==> config.mk <==
export PLATFORM = sky130hd
export DESIGN_NAME = operand_stream_router_flat
export DESIGN_NICKNAME = d
export VERILOG_FILES = /design/src/rtl/matmul_pkg.sv /design/src/rtl/operand_stream_router_if.sv /design/src/rtl/axis_skid_buffer.sv /design/src/rtl/operand_stream_router.sv /design/src/flat_wrapper.sv
export SDC_FILE = /design/constraint.sdc
export NUM_CORES = 1
export LEC_CHECK = 0
export CORE_AREA = 3 3 124 126
export DETAILED_ROUTE_END_ITERATION = 6
export DIE_AREA = 0 0 127 129
export PLACE_DENSITY = 0.81
export SYNTH_ARGS = -nofsm -noshare
export SYNTH_HDL_FRONTEND = slang
export SYNTH_HIERARCHICAL = 1
export SYNTH_SLANG_ARGS = --single-unit
==> constraint.sdc <==
create_clock -name clk -period 8.7 [get_ports clk]
set_input_delay 1.74 -clock clk [delete_from_list [all_inputs] [get_ports clk]]
set_output_delay 1.74 -clock clk [all_outputs]
set_load 0.01 [all_outputs]
==> src/rtl/matmul_pkg.sv <==
// Shared definitions for the matrix datapath.
//   rtr_state_t  : operand router FSM states
//   DATA_W_DEF   : default operand beat width
//   K_MAX_DEF    : largest inner dimension supported by router and compute stage
//   cfg_k_legal  : true when a requested K lies in 1..k_max
package matmul_pkg;

  localparam int DATA_W_DEF = 32;
  localparam int K_MAX_DEF  = 64;

  typedef enum logic [1:0] {
    RTR_IDLE    = 2'd0,
    RTR_ROUTE_A = 2'd1,
    RTR_ROUTE_B = 2'd2,
    RTR_DRAIN   = 2'd3
  } rtr_state_t;

  function automatic logic cfg_k_legal(input logic [15:0] k, input int k_max);
    return (k != 16'd0) && (int'(k) <= k_max);
  endfunction

endpackage

==> src/rtl/operand_stream_router_if.sv <==
// AXI-Stream style bundle used for the router's input frame and both
// operand output streams.
//   tdata/tvalid/tlast : driven by the master
//   tready             : driven by the slave
interface operand_stream_router_if #(
  parameter int DATA_W = 32
) ();

  logic [DATA_W-1:0] tdata;
  logic              tvalid;
  logic              tready;
  logic              tlast;

  modport master (output tdata, output tvalid, output tlast, input tready);
  modport slave  (input tdata, input tvalid, input tlast, output tready);

endinterface

==> src/rtl/axis_skid_buffer.sv <==
// Two-entry skid buffer for a stream carrying tdata + tlast.
// One cycle from input handshake to output valid, one beat per cycle under
// continuous ready, and an input ready that depends only on local state.
//   clk, rst          : clock, asynchronous active-high reset
//   i_in_tdata/tlast  : incoming beat
//   i_in_tvalid       : incoming beat valid
//   o_in_tready       : buffer can take a beat this cycle
//   o_out_tdata/tlast : head beat, stable while stalled
//   o_out_tvalid      : head beat valid
//   i_out_tready      : downstream accepts head beat
module axis_skid_buffer #(
  parameter int DATA_W = 32
) (
  input  logic              clk,
  input  logic              rst,
  input  logic [DATA_W-1:0] i_in_tdata,
  input  logic              i_in_tlast,
  input  logic              i_in_tvalid,
  output logic              o_in_tready,
  output logic [DATA_W-1:0] o_out_tdata,
  output logic              o_out_tlast,
  output logic              o_out_tvalid,
  input  logic              i_out_tready
);

  logic [DATA_W-1:0] r_out_data;
  logic              r_out_last;
  logic              r_out_vld;
  logic [DATA_W-1:0] r_skid_data;
  logic              r_skid_last;
  logic              r_skid_vld;
  logic              w_in_fire;
  logic              w_out_free;

  // Ready comes only from the skid slot, so it never sees downstream ready.
  assign o_in_tready = !r_skid_vld;
  assign w_in_fire   = i_in_tvalid && !r_skid_vld;
  assign w_out_free  = !r_out_vld || i_out_tready;

  always_ff @(posedge clk or posedge rst) begin
    if (rst) begin
      r_out_data  <= '0;
      r_out_last  <= 1'b0;
      r_out_vld   <= 1'b0;
      r_skid_data <= '0;
      r_skid_last <= 1'b0;
      r_skid_vld  <= 1'b0;
    end else if (w_out_free) begin
      // Head slot empties this cycle: refill from skid first to keep order.
      if (r_skid_vld) begin
        r_out_data <= r_skid_data;
        r_out_last <= r_skid_last;
        r_out_vld  <= 1'b1;
        r_skid_vld <= 1'b0;
      end else if (w_in_fire) begin
        r_out_data <= i_in_tdata;
        r_out_last <= i_in_tlast;
        r_out_vld  <= 1'b1;
      end else begin
        r_out_vld  <= 1'b0;
      end
    end else if (w_in_fire) begin
      // Head is stalled: park the new beat in the skid slot.
      r_skid_data <= i_in_tdata;
      r_skid_last <= i_in_tlast;
      r_skid_vld  <= 1'b1;
    end
  end

  assign o_out_tdata  = r_out_data;
  assign o_out_tlast  = r_out_last;
  assign o_out_tvalid = r_out_vld;

endmodule

==> src/rtl/operand_stream_router.sv <==
// Splits one operand frame (A: 2xK row-major, then B: Kx2 row-major, 4K
// beats) into separate A and B streams with per-matrix tlast, and checks
// frame length against K with sticky error bits.
//   clk, rst   : clock, asynchronous active-high reset
//   s_axis     : operand frame in (slave)
//   m_axis_a   : A operand stream out (master)
//   m_axis_b   : B operand stream out (master)
//   cfg_k      : inner dimension, latched when a frame is armed
//   start      : arm for one frame, sampled only when idle
//   busy       : FSM not idle
//   frame_done : one-cycle pulse after the last B beat is taken
//   err_cfg    : sticky, start seen with K out of 1..K_MAX
//   err_len    : sticky, input tlast early or missing
//   err_clr    : clears both error bits; a same-cycle set wins
module operand_stream_router
  import matmul_pkg::*;
#(
  parameter int DATA_W = DATA_W_DEF,
  parameter int K_MAX  = K_MAX_DEF
) (
  input  logic                    clk,
  input  logic                    rst,
  operand_stream_router_if.slave  s_axis,
  operand_stream_router_if.master m_axis_a,
  operand_stream_router_if.master m_axis_b,
  input  logic [15:0]             cfg_k,
  input  logic                    start,
  output logic                    busy,
  output logic                    frame_done,
  output logic                    err_cfg,
  output logic                    err_len,
  input  logic                    err_clr
);

  localparam int CNT_W = $clog2(2 * K_MAX) + 1;

  rtr_state_t       r_state;
  rtr_state_t       w_state_nxt;
  logic [15:0]      r_k_q;
  logic [CNT_W-1:0] r_beat_cnt;
  logic [CNT_W-1:0] w_beat_cnt_nxt;
  logic             r_frame_done;
  logic             r_err_cfg;
  logic             r_err_len;

  logic             w_latch_k;
  logic             w_set_err_cfg;
  logic             w_set_err_len;
  logic             w_frame_done_nxt;
  logic             w_s_tready;
  logic             w_a_in_valid;
  logic             w_b_in_valid;
  logic             w_a_in_ready;
  logic             w_b_in_ready;
  logic [16:0]      w_last_idx;
  logic             w_is_last;
  logic             w_fwd_tlast;

  // 2*K-1 at 17 bits so K up to 16 bits never wraps.
  assign w_last_idx  = {r_k_q, 1'b0} - 17'd1;
  assign w_is_last   = (17'(r_beat_cnt) == w_last_idx);
  // An early input tlast closes whichever matrix is currently being routed.
  assign w_fwd_tlast = w_is_last || s_axis.tlast;

  always_ff @(posedge clk or posedge rst) begin
    if (rst) begin
      r_state      <= RTR_IDLE;
      r_k_q        <= '0;
      r_beat_cnt   <= '0;
      r_frame_done <= 1'b0;
      r_err_cfg    <= 1'b0;
      r_err_len    <= 1'b0;
    end else begin
      r_state      <= w_state_nxt;
      r_beat_cnt   <= w_beat_cnt_nxt;
      r_frame_done <= w_frame_done_nxt;
      if (w_latch_k) r_k_q <= cfg_k;
      if (w_set_err_cfg)  r_err_cfg <= 1'b1;
      else if (err_clr)   r_err_cfg <= 1'b0;
      if (w_set_err_len)  r_err_len <= 1'b1;
      else if (err_clr)   r_err_len <= 1'b0;
    end
  end

  always_comb begin
    w_state_nxt      = r_state;
    w_beat_cnt_nxt   = r_beat_cnt;
    w_latch_k        = 1'b0;
    w_set_err_cfg    = 1'b0;
    w_set_err_len    = 1'b0;
    w_frame_done_nxt = 1'b0;
    w_s_tready       = 1'b0;
    w_a_in_valid     = 1'b0;
    w_b_in_valid     = 1'b0;
    case (r_state)
      RTR_IDLE: begin
        if (start) begin
          if (cfg_k_legal(cfg_k, K_MAX)) begin
            w_latch_k      = 1'b1;
            w_beat_cnt_nxt = '0;
            w_state_nxt    = RTR_ROUTE_A;
          end else begin
            w_set_err_cfg  = 1'b1;
          end
        end
      end
      RTR_ROUTE_A: begin
        w_s_tready   = w_a_in_ready;
        w_a_in_valid = s_axis.tvalid;
        if (s_axis.tvalid && w_a_in_ready) begin
          if (s_axis.tlast) begin
            w_set_err_len  = 1'b1;
            w_beat_cnt_nxt = '0;
            w_state_nxt    = RTR_IDLE;
          end else if (w_is_last) begin
            w_beat_cnt_nxt = '0;
            w_state_nxt    = RTR_ROUTE_B;
          end else begin
            w_beat_cnt_nxt = r_beat_cnt + CNT_W'(1);
          end
        end
      end
      RTR_ROUTE_B: begin
        w_s_tready   = w_b_in_ready;
        w_b_in_valid = s_axis.tvalid;
        if (s_axis.tvalid && w_b_in_ready) begin
          if (w_is_last) begin
            w_frame_done_nxt = 1'b1;
            w_beat_cnt_nxt   = '0;
            if (s_axis.tlast) begin
              w_state_nxt   = RTR_IDLE;
            end else begin
              w_set_err_len = 1'b1;
              w_state_nxt   = RTR_DRAIN;
            end
          end else if (s_axis.tlast) begin
            w_set_err_len  = 1'b1;
            w_beat_cnt_nxt = '0;
            w_state_nxt    = RTR_IDLE;
          end else begin
            w_beat_cnt_nxt = r_beat_cnt + CNT_W'(1);
          end
        end
      end
      RTR_DRAIN: begin
        // Surplus beats are swallowed until the frame's own tlast.
        w_s_tready = 1'b1;
        if (s_axis.tvalid && s_axis.tlast) w_state_nxt = RTR_IDLE;
      end
      default: w_state_nxt = RTR_IDLE;
    endcase
  end

  assign s_axis.tready = w_s_tready;
  assign busy          = (r_state != RTR_IDLE);
  assign frame_done    = r_frame_done;
  assign err_cfg       = r_err_cfg;
  assign err_len       = r_err_len;

  axis_skid_buffer #(.DATA_W(DATA_W)) u_skid_a (
    .clk          (clk),
    .rst          (rst),
    .i_in_tdata   (s_axis.tdata),
    .i_in_tlast   (w_fwd_tlast),
    .i_in_tvalid  (w_a_in_valid),
    .o_in_tready  (w_a_in_ready),
    .o_out_tdata  (m_axis_a.tdata),
    .o_out_tlast  (m_axis_a.tlast),
    .o_out_tvalid (m_axis_a.tvalid),
    .i_out_tready (m_axis_a.tready)
  );

  axis_skid_buffer #(.DATA_W(DATA_W)) u_skid_b (
    .clk          (clk),
    .rst          (rst),
    .i_in_tdata   (s_axis.tdata),
    .i_in_tlast   (w_fwd_tlast),
    .i_in_tvalid  (w_b_in_valid),
    .o_in_tready  (w_b_in_ready),
    .o_out_tdata  (m_axis_b.tdata),
    .o_out_tlast  (m_axis_b.tlast),
    .o_out_tvalid (m_axis_b.tvalid),
    .i_out_tready (m_axis_b.tready)
  );

endmodule
==> src/flat_wrapper.sv <==
// flat-port wrapper written by rule: the top's interface ports become plain ports
module operand_stream_router_flat import matmul_pkg::*;
#(
  parameter int DATA_W = DATA_W_DEF,
  parameter int K_MAX  = K_MAX_DEF
)
  (clk, rst, cfg_k, start, busy, frame_done, err_cfg, err_len, err_clr, s_axis_tdata, s_axis_tvalid, s_axis_tlast, s_axis_tready, m_axis_a_tdata, m_axis_a_tvalid, m_axis_a_tlast, m_axis_a_tready, m_axis_b_tdata, m_axis_b_tvalid, m_axis_b_tlast, m_axis_b_tready);
  operand_stream_router_if #(.DATA_W(DATA_W)) s_axis_i ();
  operand_stream_router_if #(.DATA_W(DATA_W)) m_axis_a_i ();
  operand_stream_router_if #(.DATA_W(DATA_W)) m_axis_b_i ();
  input  logic clk;
  input  logic rst;
  input  logic [15:0] cfg_k;
  input  logic start;
  output logic busy;
  output logic frame_done;
  output logic err_cfg;
  output logic err_len;
  input  logic err_clr;
  input wire logic [$bits(s_axis_i.tdata)-1:0] s_axis_tdata;
  input wire logic [$bits(s_axis_i.tvalid)-1:0] s_axis_tvalid;
  input wire logic [$bits(s_axis_i.tlast)-1:0] s_axis_tlast;
  output wire logic [$bits(s_axis_i.tready)-1:0] s_axis_tready;
  output wire logic [$bits(m_axis_a_i.tdata)-1:0] m_axis_a_tdata;
  output wire logic [$bits(m_axis_a_i.tvalid)-1:0] m_axis_a_tvalid;
  output wire logic [$bits(m_axis_a_i.tlast)-1:0] m_axis_a_tlast;
  input wire logic [$bits(m_axis_a_i.tready)-1:0] m_axis_a_tready;
  output wire logic [$bits(m_axis_b_i.tdata)-1:0] m_axis_b_tdata;
  output wire logic [$bits(m_axis_b_i.tvalid)-1:0] m_axis_b_tvalid;
  output wire logic [$bits(m_axis_b_i.tlast)-1:0] m_axis_b_tlast;
  input wire logic [$bits(m_axis_b_i.tready)-1:0] m_axis_b_tready;
  assign s_axis_i.tdata = s_axis_tdata;
  assign s_axis_i.tvalid = s_axis_tvalid;
  assign s_axis_i.tlast = s_axis_tlast;
  assign s_axis_tready = s_axis_i.tready;
  assign m_axis_a_tdata = m_axis_a_i.tdata;
  assign m_axis_a_tvalid = m_axis_a_i.tvalid;
  assign m_axis_a_tlast = m_axis_a_i.tlast;
  assign m_axis_a_i.tready = m_axis_a_tready;
  assign m_axis_b_tdata = m_axis_b_i.tdata;
  assign m_axis_b_tvalid = m_axis_b_i.tvalid;
  assign m_axis_b_tlast = m_axis_b_i.tlast;
  assign m_axis_b_i.tready = m_axis_b_tready;
  operand_stream_router #(.DATA_W(DATA_W), .K_MAX(K_MAX)) u_core (.clk(clk), .rst(rst), .s_axis(s_axis_i), .m_axis_a(m_axis_a_i), .m_axis_b(m_axis_b_i), .cfg_k(cfg_k), .start(start), .busy(busy), .frame_done(frame_done), .err_cfg(err_cfg), .err_len(err_len), .err_clr(err_clr));
endmodule
* Word level (Yosys, flattened, before mapping)
Index checks and enable logic that the tools add are counted.
** Operators by class
- Add/sub/neg operators :: 2
- Multiplexer cells :: 57
- Magnitude comparators :: 1
- Reductions and logical operators :: 29
- Equality and inequality tests :: 11
- Bitwise gates (word level) :: 2
** Operator list (number)
- $mux W32 :: 4
- $mux W8 :: 8
- $mux W1 :: 31
- $pmux W8 S3 :: 1
- $mux W2 :: 10
- $eq A8 B17 Y1 :: 1
- $sub A17 B1 Y17 const B :: 1
- $le A16 B7 Y1 const B :: 1
- $reduce_bool A16 Y1 :: 1
- $reduce_bool A2 Y1 :: 7
- $add A8 B1 Y8 const B :: 1
- $ne A2 B1 Y1 const B :: 4
- $pmux W2 S4 :: 1
- $reduce_and A2 Y1 :: 4
- $reduce_and A7 Y1 :: 1
- $logic_and A1 B1 Y1 :: 6
- $ne A3 B2 Y1 const B :: 2
- $reduce_and A5 Y1 :: 1
- $eq A2 B2 Y1 const B :: 2
- $logic_not A1 Y1 :: 4
- $logic_or A1 B1 Y1 :: 3
- $pmux W1 S3 :: 1
- $reduce_bool A3 Y1 :: 1
- $eq A2 B1 Y1 const B :: 1
- other kinds (4) :: 5
** Word-level totals
- Input port bits :: 56
- Logic and storage cells :: 120
- Register bits after elaboration :: 165
- Output and inout port bits :: 73

* Logic depth before layout (Yosys ltp)
Gate-level depths: netlist of the first run.
- Depth after elaboration :: 6
- Depth in mapped cells :: 12

* Hierarchy
The synthesis of the first run kept the hierarchy.
** By module, submodules not included
- axis_skid_buffer :: times used 2, area an instance 2987.9 um^2, sequential area each 1701.6 um^2, cells an instance 186
- operand_stream_router :: times used 1, area an instance 1913.1 um^2, sequential area each 725.7 um^2, cells an instance 206

* Least setup slack after synthesis of the first run
OpenSTA, ideal clock, no wires.
- Path kind :: input to register
- Start point :: input cfg_k[0]
- End point :: register u_core.r_k_q[2]
- Cell stages on the path :: 4
- Library setup time :: 0.125 ns
- Arrival time :: 3.427 ns
- Required time :: 8.575 ns
- Slack :: 5.148 ns
- Cells stage by stage :: or4_4 > o31a_4 > nor4_4 > mux2_2
** On the way
- Word-level cells in the longest chain between the ends :: 5
** Ends and longest elaborated chain
- start: declaration :: RTL line flat_wrapper.sv:13 : input logic [15:0] cfg_k;
- $le A16 B7 Y1 / $reduce_bool A16 Y1 (equally long branches) :: RTL line matmul_pkg.sv:19 : return (k != 16'd0) && (int'(k) <= k_max);
- $logic_and A1 B1 Y1 (*) :: RTL line matmul_pkg.sv:19
- $mux W1 (*) :: RTL line operand_stream_router.sv:98 : if (cfg_k_legal(cfg_k, K_MAX)) begin
- $mux W1 (*) :: RTL line operand_stream_router.sv:97 : if (start) begin
- $mux W1 (*) :: RTL line operand_stream_router.sv:95 : case (r_state)
- end signal: assignment :: RTL line operand_stream_router.sv:77 : if (w_latch_k) r_k_q <= cfg_k;
- end: declaration :: RTL line operand_stream_router.sv:39 : logic [15:0] r_k_q;
Mark *: on every way between the ends. The rest lies on a longest branch, timed or not.
A chain may end at the register's enable or synchronous reset.

* Worst setup path after layout of the first run
- Start point :: register u_core.u_skid_b.r_skid_vld
- End point :: output s_axis_tready
** On the way
- Word-level cells in the longest chain between the ends :: 2
** Ends and longest elaborated chain
- start: declaration :: RTL line axis_skid_buffer.sv:31 : logic r_skid_vld;
- start signal: assignment :: RTL line axis_skid_buffer.sv:47 : r_skid_vld <= 1'b0;
- start signal: assignment :: RTL line axis_skid_buffer.sv:54 : r_skid_vld <= 1'b0;
- start signal: assignment :: RTL line axis_skid_buffer.sv:66 : r_skid_vld <= 1'b1;
- $logic_not A1 Y1 :: RTL line axis_skid_buffer.sv:36 : assign o_in_tready = !r_skid_vld;
- via u_core.w_b_in_ready :: RTL line operand_stream_router.sv:54 : logic w_b_in_ready;
- $pmux W1 S3 :: RTL line operand_stream_router.sv:95
- end: declaration :: RTL line flat_wrapper.sv:23 : output wire logic [$bits(s_axis_i.tready)-1:0] s_axis_tready;
The timed path passes the listed nets, and every way through them passes these cells.

==> results.tsv, run 1 <==
metric	value	unit
path_delay_family	flip-flops	
clk_path_buf_depth	2	
hold-path-cell-count	1	
floorplan.rows	44	
max_cap_viol_count	0	
synth_ff_type	dfrtp_1	
setup_tns	0	ps
cp_data_required_time	6960	ps
cp-start-kind	flip-flop	
cts_resized	0	
worstPathMaxFanout	37	
drt_iter0_drc	323	
register_to_register_setup_slack	5430	ps
post_drt_wl_per_cell	19.1	µm
layout_common_cells	mux2_2, dfrtp_1, clkdlybuf4s50_1	
syn_area	0.00789	mm²
clk_latency	420	ps
crit_arrival	2550	ps
timing.hold.ws	504	ps
timing.fmax	0.233	GHz
highest-signal-layer	met4	
gr-total-overflow	0	
drtAntennaViolNets	0	
synth_register_bits	165	
avgViaCountPerCell	5.58	
floorplan.initialDensity	54.7	%
drcViolationCount	0	
met2RoutedLength	8.61	mm
ioPinCount	129	
hold_viol_final	0	
syn_to_final_growth	24.4	%
design.die.area	0.0164	mm²
end_point_of_the_most_critical_hold_path	u_core/u_skid_b/r_skid_data[22]$_DFFE_PP0P_	
r2r-start	u_core/r_k_q[0]$_DFFE_PP0P_	
cts_hold_repair.buffers	0	
synth.largest_area_cell	dfrtp_1	
cts_buffers	17	
placeable_core_region	0.0144	mm²
rr_endpoint	u_core/r_state[1]$_DFFE_PP0P_	
wl_met1	7.48	mm
dieHeight	129	µm
num-fill-cells	999	
grt_start_max_net_pins	69	
clockRootBuffer	clkbuf_16	
power_per_cell_area	312	mW/mm²
maxSlewHeadroom	29.0	%
layout.nets	769	
yosysSeqAreaShare	52.3	%
transition_time_at_the_pin_with_the_least_slew_margin	1060	ps
fin_crit_sh	49.3	%
final.setup_skew	7.46	ps
critical_path.cell_chain	inv_1 -> a221oi_1 -> nor2_1 -> clkdlybuf4s50_1	
syn_avg_cell_area	13.6	µm²
dr.pass1.iters	4	
grt_pass1_wl	28.1	mm
critical_path_buf_inv_count	2	
clock_sink_count	165	
category_of_the_worst_setup_path_capture_point	output pin	
dieWidth	127	µm
antenna_found_initial	0	
reg2reg_depth	11	
cts.reportedPaths.clkPinSlew	70	ps
crit_path_max_incr_delay	970	ps
cts.htree.levels	4	
final_common_cell	mux2_2	
ir_drop	0.000187	V
min_from	u_core/u_skid_b/r_skid_data[22]$_DFFE_PP0P_	
detailroute.via_count	5029	
synth-edff-count	0	
post-cts-setup-buffer-count	0	
antenna_cells_inserted	0	
multiInputGateArea	0.00346	mm²
setup.worst_path.class	reg2out	
gpl.final_weighted_congestion	0.852	
synthDistinctLibCells	49	
finalSetupViolations	0	
synth_warnings	6	
netlist.area_leader.share	52.3	%
ys_async_sr_fraction	100	%
power.leakage	4.27	nW
outcome	completed	
first_global_vias	5498	
final-seq-area	0.00413	mm²
timing.critical_path.slowest_stage_cell	dfrtp_2	
total_met3_wirelength_after_detailed_routing	840	µm
io_buffer_count	128	
timing.critical_path.depth	4	
grt_util_all_layers	21.8	%
synth_fp_nets	643	
synthTopCellsByArea	dfrtp_1, mux2_2, buf_6, ha_1, nand2_1	
unrepaired_setup_endpoints_after_global_routing	no	
post-dp-hpwl	11.5	mm
final_wirelength	17.2	mm
holdCritPathClass	reg2reg	
tritoncts	yes	
drive_above_1_share	36.7	%
final-max-slew-violation-count	0	
syn-instance-count	578	
timing.final.crit_period	4290	ps
-- metrics by stage --
stage	worst slack, ps	util [%]	instances	power (W)	instance area [µm²]
2_1_floorplan	5150	-	578	0.00181	7890
3_3_place_gp	4400	63.8	869	0.00226	9210
3_5_place_dp	4310	63.8	869	0.00231	9210
4_1_cts	4360	68.1	901	0.00309	9820
5_1_grt	4210	68.1	901	0.00322	9820
6_report	4410	68.1	901	0.00306	9820
-- synthesized netlist by cell type, drive strengths merged (3+ instances only) --
| cell type | number |
|---|---|
| a21oi | 5 |
| a31oi | 4 |
| and2 | 3 |
| and3 | 5 |
| buf | 25 |
| dfrtp | 165 |
| ha | 9 |
| inv | 21 |
| mux2 | 203 |
| nand2 | 23 |
| nand2b | 5 |
| nand3 | 10 |
| nand4 | 4 |
| nor2 | 16 |
| nor2b | 9 |
| nor3 | 10 |
| nor3b | 4 |
| nor4 | 7 |
| o21a | 3 |
| o21ai | 10 |
| o22ai | 3 |
| xnor2 | 5 |
| xor2 | 7 |
-- logic make-up (layout without fill, tap and decap cells) --
kind of cell | after synthesis | count (layout) | synth area share (%)
and+or+nand+nor | 103 | 103 | 8.12
DFF | 165 | 165 | 52.3
buffers and inverters | 46 | 185 | 3.89
muxes | 203 | 203 | 29.2
adders and majority gates | 9 | 9 | 1.43
xor gates and xnor gates | 12 | 12 | 1.33
AOI/OAI and AO/OA | 40 | 40 | 3.73
-- how the worst max path moves through the flow --
stage | slack [ps] | end | start
finish | 4410 | s_axis_tready | u_core/u_skid_b/r_skid_vld$_DFFE_PP0P_
global route | 4210 | s_axis_tready | u_core/u_skid_b/r_skid_vld$_DFFE_PP0P_
CTS | 4360 | s_axis_tready | u_core/u_skid_b/r_skid_vld$_DFFE_PP0P_
detailed placement | 4310 | u_core/r_k_q[3]$_DFFE_PP0P_ | cfg_k[0]
global placement | 4400 | u_core/r_k_q[6]$_DFFE_PP0P_ | cfg_k[0]
floorplan | 5150 | u_core/r_k_q[2]$_DFFE_PP0P_ | cfg_k[0]
-- report_power, final --
group | internal, W | switching [W] | leakage [nW]
logic | 0.000644 | 0.000404 | 1.90
registers | 0.00106 | 0.000184 | 2.08
clock network | 0.000452 | 0.000314 | 0.297
-- flip-flops by register name, indices dropped and copies added (netlist names), 2 cells and up --
signal and count:
u_core/u_skid_b/r_skid_data 32, u_core/r_beat_cnt 8, u_core/r_state 2, u_core/u_skid_b/o_out_tdata 32
u_core/u_skid_a/o_out_tdata 32, u_core/u_skid_a/r_skid_data 32, u_core/r_k_q 16
-- area by class of cell --
class,instances,area share (%)
Timing Repair Buffer,132,13.4
Multi-Input combinational cell,367,35.2
Inverter,21,0.803
Sequential cell,165,42.1
Tap cell,184,2.35
Clock buffer,20,4.75
Clock inverter,12,1.45
-- per-layer routing --
metal	vias up	track usage [%]
met4	0	7.63
met1	2563	27.4
met2	123	36.9
met3	23	5.35
met5	-	0
li1	2320	-
Power figures use the tool's default switching activity.
==> run 2: changes to the inputs <==
Settings changed: CORE_AREA 3 3 124 126 to 3 3 125 127, DIE_AREA 0 0 127 129 to 0 0 128 130, PLACE_DENSITY 0.81 to 0.8.
Clock period 8.7 ns to 4.14 ns, I/O delays scaled along.
==> run 2 against run 1 <==
Critical path depth unchanged. Critical endpoint unchanged. Largest cell class unchanged. Global-route usage is 0.50 points lower. Critical path type unchanged. Wire length shrank 1.5%. Non-clock buffer count rose by 3. Clock-buffer cell count rose by 4. Sequential power grew 110%. Design area about the same. Utilization shrank 0.56 points. Largest power group unchanged.
==> results.tsv, run 2 (same netlist as run 1, synthesis figures left out) <==
metric	value	unit	change
outcome	completed		
gr-total-overflow	0		unchanged
clock_sink_count	165		unchanged
max_cap_viol_count	0		unchanged
num-fill-cells	1065		+6.6%
fin_crit_sh	81.7	%	
timing.fmax	0.295	GHz	
final_wirelength	16.9	mm	-1.5%
layout_common_cells	mux2_2, dfrtp_1, clkdlybuf4s50_1		
transition_time_at_the_pin_with_the_least_slew_margin	1100	ps	+33.9 ps
power.total	0.00633	W	+110%
drt_iter0_drc	326		+0.93%
power.leakage	4.27	nW	about the same
switching_share	29.1	%	-0.32 points
cp-start-kind	flip-flop		
cts.reportedPaths.clkPinSlew	60	ps	about the same
placeable_core_region	0.0145	mm²	+0.76%
layout.nets	772		+0.39%
category_of_the_worst_setup_path_capture_point	output pin		
power_per_cell_area	645	mW/mm²	+110%
gpl.final_weighted_congestion	0.833		-2.2%
antenna_found_initial	0		unchanged
number_of_cells_after_detailed_placement	872		+0.35%
dr.pass1.iters	4		unchanged
maxSlewHeadroom	26.7	%	-2.3 points
clockRootBuffer	clkbuf_16		
clk_latency	410	ps	about the same
comb_power_share	34.8	%	+0.6 points
timing.final.crit_period	3380	ps	
io_buffer_count	128		unchanged
floorplan.rows	44		unchanged
crit_arrival	2560	ps	about the same
final-max-slew-violation-count	0		unchanged
cts_buffers	17		unchanged
grt_start_max_net_pins	69		unchanged
ioPinCount	129		unchanged
post-dp-hpwl	11.7	mm	+2.1%
internal-power	0.00449	W	+110%
antenna_cells_inserted	0		unchanged
power.switching	0.00185	W	+100%
dieWidth	128	µm	+0.79%
design.die.area	0.0166	mm²	+1.6%
dpl_worst_slack	848	ps	-3460 ps
unrepaired_setup_endpoints_after_global_routing	no		
setup_tns	0	ps	unchanged
holdCritPathClass	reg2reg		
final_common_cell	mux2_2		
final_critical_path_setup_slack	756	ps	-3660 ps
dieHeight	130	µm	+0.78%
grt_pass1_wl	27.8	mm	-0.93%
power.share.sequential	41.2	%	+0.5 points
first_global_vias	5434		-1.2%
ir_drop	0.000476	V	+150%
cts_resized	0		unchanged
grt_util_all_layers	21.3	%	-0.50 points
cp_data_required_time	3310	ps	-3650 ps
final_cells	904		+0.33%
tritoncts	yes		
finalSetupViolations	0		unchanged
clockPowerShare	24.0	%	-1.0 points
post_drt_wl_per_cell	18.7	µm	-1.8%
syn_to_final_growth	24.4	%	about the same
drtAntennaViolNets	0		unchanged
hold_viol_final	0		unchanged
drive_above_1_share	36.5	%	-0.15 points
drcViolationCount	0		unchanged
cts.htree.levels	4		unchanged
detailroute.via_count	5017		-0.24%
setup.worst_path.class	reg2out		
avgViaCountPerCell	5.55		-0.57%
post-cts-setup-buffer-count	0		unchanged
floorplan.initialDensity	54.3	%	-0.41 points
final.setup_skew	9.28	ps	+1.82 ps
worstPathMaxFanout	37		unchanged
cts_hold_repair.buffers	0		unchanged
clk_path_buf_depth	2		unchanged
## run 2: area by class of cell
| type | instances | area (µm²) | share of cell area (%) |
|---|---|---|---|
| clock buffers | 24 | 492 | 5.01 |
| repair buffers | 135 | 1330 | 13.6 |
| clock inverters | 8 | 88.8 | 0.905 |
| inverters | 21 | 78.8 | 0.803 |
| well taps | 184 | 230 | 2.35 |
| flip-flops and latches | 165 | 4130 | 42.1 |
| multi-input cells | 367 | 3460 | 35.2 |
## run 2: stage by stage
step | area (µm²) | util [%] | hold WS, ps
6_report | 9810 | 67.5 | 505
5_1_grt | 9810 | 67.5 | 515
3_5_place_dp | 9230 | 63.5 | 491
2_1_floorplan | 7890 | - | 465
3_3_place_gp | 9230 | 63.5 | 483
4_1_cts | 9810 | 67.5 | 506
## run 2: layer usage
layer / vias up / routed length (µm) / GRT usage, %
li1: 2337 / - / -
met1: 2551 / 7350 / 27.1
met2: 114 / 8500 / 36.0
met3: 15 / 907 / 5.85
met4: 0 / 176 / 5.99
met5: - / 0 / 0
## run 2: power groups by stage
stage	Clock, W	Combinational (W)	Sequential (W)
2_1_floorplan	0	0.00113	0.00268
3_3_place_gp	0	0.00215	0.00259
3_5_place_dp	0	0.00222	0.00263
4_1_cts	0.00156	0.00224	0.00262
5_1_grt	0.00163	0.00238	0.00269
6_report	0.00152	0.00220	0.00261
## run 2: final timing paths
path / slack, ps / start / depth (start not counted) / to
max: 760 / u_core/u_skid_b/r_skid_vld$_DFFE_PP0P_ / 4 / s_axis_tready
min: 500 / u_core/u_skid_b/r_skid_data[3]$_DFFE_PP0P_ / 1 / u_core/u_skid_b/r_skid_data[3]$_DFFE_PP0P_
max reg2reg: 1000 / u_core/r_k_q[0]$_DFFE_PP0P_ / 11 / u_core/r_state[1]$_DFFE_PP0P_
min reg2reg: 500 / u_core/u_skid_b/r_skid_data[3]$_DFFE_PP0P_ / 1 / u_core/u_skid_b/r_skid_data[3]$_DFFE_PP0P_
max in group asynchronous: 2360 / rst / 2 / u_core/r_beat_cnt[6]$_DFFE_PP0P_
min in group asynchronous: 860 / rst / 2 / u_core/u_skid_b/r_skid_data[27]$_DFFE_PP0P_
## run 2: critical path: stages (launching register included)
cell	delay, ps
dfrtp_2	1000
inv_1	230
a221oi_1	360
nor2_1	80
clkdlybuf4s50_1	480
